[src/rtl/smc_mac_fsm_lite8.sv]
// smc_mac_fsm_lite8: static memory access engine running 1/2/4 byte-wide external accesses per AHB transfer.
// Optional TURN cycle between accesses when SMC_TURNAROUND_EN is defined.
module smc_mac_fsm_lite8 #(
    parameter int WAIT_RD = 2,
    parameter int WAIT_WR = 2
) (
    input  logic        hclk8,
    input  logic        n_sys_reset8,
    input  logic        new_access8,
    input  logic [31:0] addr8,
    input  logic [1:0]  xfer_size8,
    input  logic        n_read8,
    input  logic        cs8,
    input  logic [31:0] write_data8,
    input  logic [7:0]  ext_data_in8,
    output logic        smc_idle8,
    output logic        smc_done8,
    output logic        mac_done8,
    output logic [31:0] read_data8,
    output logic [31:0] ext_addr8,
    output logic [7:0]  ext_data_out8,
    output logic        ext_data_oe8,
    output logic        ext_n_cs8,
    output logic        ext_n_oe8,
    output logic        ext_n_we8
);
`ifdef SMC_TURNAROUND_EN
    typedef enum logic [2:0] {IDLE, SETUP, STROBE, HOLD, TURN} state_t;
    localparam state_t GAP = TURN;
`else
    typedef enum logic [1:0] {IDLE, SETUP, STROBE, HOLD} state_t;
    localparam state_t GAP = SETUP;
`endif
    state_t      state, nxt;
    logic [3:0]  cnt;
    logic [1:0]  k, last, lane;
    logic [31:0] addr_r, wdata_r, wd;
    logic        rd_r, last_byte, acc, busy;

    assign last_byte = k == last;
    assign acc = new_access8 & cs8 & (state == IDLE || (state == HOLD && last_byte));
    assign lane = addr_r[1:0] + k;
    assign busy = state == SETUP || state == STROBE || state == HOLD;
    // the first SETUP of a write is the AHB data phase, so forward the bus directly
    assign wd = (state == SETUP && k == 2'd0) ? write_data8 : wdata_r;

    assign smc_idle8     = state == IDLE;
    assign smc_done8     = state == HOLD;
    assign mac_done8     = state == HOLD && last_byte;
    assign ext_addr8     = {addr_r[31:2], lane};
    assign ext_data_out8 = wd[{lane, 3'b000} +: 8];
    assign ext_data_oe8  = busy & ~rd_r;
    assign ext_n_cs8     = ~busy;
    assign ext_n_oe8     = ~(state == STROBE && rd_r);
    assign ext_n_we8     = ~(state == STROBE && !rd_r);

    always_comb begin
        nxt = state;
        case (state)
            IDLE:    nxt = acc ? SETUP : IDLE;
            SETUP:   nxt = STROBE;
            STROBE:  nxt = (cnt == 4'd0) ? HOLD : STROBE;
            HOLD:    nxt = (!last_byte || acc) ? GAP : IDLE;
`ifdef SMC_TURNAROUND_EN
            TURN:    nxt = SETUP;
`endif
            default: nxt = IDLE;
        endcase
    end

    always_ff @(posedge hclk8 or negedge n_sys_reset8) begin
        if (!n_sys_reset8) begin
            state      <= IDLE;
            cnt        <= 4'd0;
            k          <= 2'd0;
            last       <= 2'd0;
            addr_r     <= 32'd0;
            wdata_r    <= 32'd0;
            rd_r       <= 1'b0;
            read_data8 <= 32'd0;
        end else begin
            state <= nxt;
            if (acc) begin
                addr_r <= addr8;
                rd_r   <= ~n_read8;
                last   <= (xfer_size8 == 2'd0) ? 2'd0 : (xfer_size8 == 2'd1) ? 2'd1 : 2'd3;
                k      <= 2'd0;
                if (!n_read8)
                    read_data8 <= 32'd0;
            end else if (state == HOLD && !last_byte) begin
                k <= k + 2'd1;
            end
            // counter runs WAIT-1 down to 0, so STROBE lasts exactly WAIT cycles
            if (state == SETUP)
                cnt <= rd_r ? 4'(WAIT_RD - 1) : 4'(WAIT_WR - 1);
            else if (state == STROBE)
                cnt <= cnt - 4'd1;
            if (state == SETUP && k == 2'd0 && !rd_r)
                wdata_r <= write_data8;
            if (state == STROBE && cnt == 4'd0 && rd_r)
                read_data8[{lane, 3'b000} +: 8] <= ext_data_in8;
        end
    end
endmodule

[config.mk]
export PLATFORM = sky130hd
export DESIGN_NAME = smc_mac_fsm_lite8
export DESIGN_NICKNAME = d
export VERILOG_FILES = /design/src/rtl/smc_mac_fsm_lite8.sv
export SDC_FILE = /design/constraint.sdc
export NUM_CORES = 1
export LEC_CHECK = 0
export CELL_PAD_IN_SITES_DETAIL_PLACEMENT = 1
export CELL_PAD_IN_SITES_GLOBAL_PLACEMENT = 2
export CORE_MARGIN = 2
export CORE_UTILIZATION = 33
export DETAILED_ROUTE_END_ITERATION = 8
export MAX_ROUTING_LAYER = met4
export PLACE_DENSITY = 0.83
export SYNTH_ARGS = -nofsm -noshare
export SYNTH_HDL_FRONTEND = slang
export SYNTH_SLANG_ARGS = --single-unit
[constraint.sdc]
create_clock -name hclk8 -period 3.9 [get_ports hclk8]
set_input_delay 0.585 -clock hclk8 [delete_from_list [all_inputs] [get_ports hclk8]]
set_output_delay 0.585 -clock hclk8 [all_outputs]
set_load 0.05 [all_outputs]
==> results of run 1 <==
worst max-delay path, delay by kind of cell, from the launching register on:
kind | cells | cell delay [ps]
flops | 1 | 380
mux | 1 | 550
buf+inv | 3 | 1100
fa+ha+maj | 1 | 250
simple gates | 3 | 250
synthesized netlist by cell type, types with 2 or more instances:
master,n
a21oi_1,3
a22o_1,17
a32o_1,16
and3_1,2
buf_1,3
buf_2,6
buf_4,34
clkbuf_1,3
dfrtp_1,107
ha_1,11
inv_1,13
mux2_2,65
mux4_2,16
nand2_1,30
nand3_1,4
nor2_1,8
nor2b_1,2
nor3_1,2
o21ai_0,4
o22ai_1,2
xor2_1,3
through the flow:
stage / instance area (sq um) / total power, uW / cells / utilization [%] / worst slack (ps)
finish: 6870 / 6610 / 687 / 45.7 / 423
global route: 6870 / 6940 / 687 / 45.7 / 254
CTS: 6870 / 6690 / 687 / 45.7 / 367
detailed placement: 6550 / 5660 / 671 / 43.6 / 769
global placement: 6550 / 5570 / 671 / 43.6 / 795
floorplan: 5020 / 4630 / 368 / - / 919
layout make-up:
type	count	area, sq um	area share (%)
clock buffer	10	239	3.48
clock inverter	6	86.3	1.26
inverter	14	55.1	0.801
multi-input combinational	200	1970	28.7
sequential	107	2680	39.0
tap	188	235	3.42
timing repair buffer	162	1610	23.4
flip-flops by register name (all words and copies together), names as in the netlist:
name and count:
read_data8 32, addr_r 32, wdata_r 32, last 2
state 2, cnt 4, rd_r 1, k 2
final timing paths:
kind / slack, ps / startpoint / cells past startpoint / endpoint
worst max-delay path: 420 / state[1]$_DFF_PN0_ / 8 / ext_data_out8[2]
worst min register to register: 510 / wdata_r[6]$_DFFE_PN0P_ / 1 / wdata_r[6]$_DFFE_PN0P_
max in group asynchronous: 2520 / n_sys_reset8 / 2 / addr_r[30]$_DFFE_PN0P_
min in group hclk8: 510 / wdata_r[6]$_DFFE_PN0P_ / 1 / wdata_r[6]$_DFFE_PN0P_
worst min-delay path: 440 / n_sys_reset8 / 1 / addr_r[19]$_DFFE_PN0P_
worst max register to register: 1150 / k[0]$_DFFE_PN0P_ / 6 / read_data8[20]$_DFF_PN0_
cells in the final DEF (no fill, tap or decap), types with 3 or more instances in the layout:
cell type	Yosys	final
clkdlybuf4s50_1	0	156
dfrtp_1	107	107
mux2_2	65	65
nand2_1	30	30
a22o_1	17	17
mux4_2	16	16
a32o_1	16	16
inv_1	13	13
ha_1	11	11
clkbuf_16	0	9
nor2_1	8	8
buf_4	34	6
o21ai_0	4	4
nand3_1	4	4
xor2_1	3	3
a21oi_1	3	3
kinds of logic after synthesis:
group	synth area share, %
simple gates	5.33
compound gates	8.24
mux	21.9
fa+ha+maj	2.74
flops	53.3
xor+xnor	1.02
buf+inv	7.45
power by group through the flow:
| stage | clock network [uW] | logic (uW) | registers [uW] |
|---|---|---|---|
| 5_1_grt | 1070 | 4030 | 1840 |
| 6_report | 1000 | 3830 | 1780 |
| 4_1_cts | 1030 | 3870 | 1790 |
| 3_3_place_gp | 0 | 3800 | 1770 |
| 2_1_floorplan | 0 | 2790 | 1840 |
| 3_5_place_dp | 0 | 3860 | 1800 |
layer usage:
| layer | routed length [um] | share of wire [%] | global-route usage, % | up-vias |
|---|---|---|---|---|
| met4 | 233 | 1.8 | 6.46 | 0 |
| met3 | 543 | 4.2 | 2.43 | 15 |
| met1 | 5700 | 44 | 21.2 | 1791 |
| li1 | - | - | - | 1559 |
| met5 | 0 | 0 | - | - |
| met2 | 6540 | 50 | 28.2 | 96 |
==> reports/metrics.cfg, run 1 <==
[clock_network]
post_cts_buffers=0
cts.clk_slew.worst_paths_ps=70
clock_tree.root_cell=clkbuf_16
cts_hold_buffers=0
clk-insertion-delay-late_ps=350
cts_resized=0
cts_max_level=3
cts_tree=yes
clock-sinks=107
numCtsBuffers=9
clock_path_buffers=2

[placement]
portBuffers=157
routabilityCongestion=0.783
hpwl_um=9520

[yosys]
synth.distinct_cells=38
synthArstFlopShare_pct=100
synth_top_area_cell=dfrtp_1
syn_area_sq_um=5020
ys_ff_latch=107
yosysTopAreaCellShare_pct=53.3
synth_area_leaders=dfrtp_1 (53%), mux2_2 (15%), mux4_2 (7.2%)
avgSynthCellArea_sq_um=13.7
netlist_instances=368
synth_flop_cell=dfrtp_1
synth-edff-count=0
ys_seq_area_share_pct=53.3
synth.net_count=458
yosysWarnings=0

[setup_path]
max_stage_delay_ps=700
required_ps=3310
worstPathMaxFanout=16
crit_chain=inv_1, ha_1, nand2_1, buf_4, mux4_2, nand2_1, nand2_1, clkdlybuf4s50_1
cpMostUsedCell=nand2_1
critPathLaunchType=flip-flop
cp_slowest_cell=clkdlybuf4s50_1
crit_path_end_kind=output port
arrival_ps=2890
critPathKind=reg2out

[route]
antenna_left=0
drt_iter0_drc=123
drc=0
first_pass_iters=4
vias=3461
drt_wl_total_um=13000
wl_per_cell_um=18.9
via_per_inst=5.04

[sta]
timing.final.max_slew_violations=0
fin_crit_sh_pct=89.2
skew_ps=4.49
fmax_ghz=0.288
slew_headroom_pct=27.2
tns_ps=0
final-setup-viol-count=0
grt_setup_unrepaired=no
layout_min_cycle_time_ps=3480
worstMarginPinSlew_ps=1090
worst_hold_slack_ps=443
final-hold-violation-count=0

[floorplanning]
io_pins=158
fp.dieH_um=127
start_util_pct=33.4
fp.dieW_um=127
die-area_sq_um=16200
rows=45
coreArea_sq_um=15000

[layout]
drive_gt1_share_pct=22.0
final_nets=584
insertedDiodeCount=0
num-fill-cells=1558
area_growth_syn_to_layout_pct=36.8

[pwr]
p_leak_uw=0.00291
switching_share_pct=45.6
power.internal_uw=3600
clkPwrFrac_pct=15.2
combPwrFrac_pct=57.9
irDropWorstVdd_v=0.000596
switchingPower_uw=3010
sequentialPowerShare_pct=26.9
power_density_nw_per_um2=961

[global_routing]
grt_pass1_wl_um=20700
grt_usage_pct=17.0
grt_pass1_vias=3806
grt-ovfl-total=0
grt_max_degree=86
antenna_found_initial=0

[hold_path]
hold_class=in2async

[job]
maxCapViolCount=0

[run_status]
outcome=completed

(Power assumes the default switching activity.)
==> run 2: changes to the inputs <==
- TNS_END_PERCENT: unset -> 30
==> results of run 2 <==
No change in the layout: final DEF, timing and power equal those of run 1.
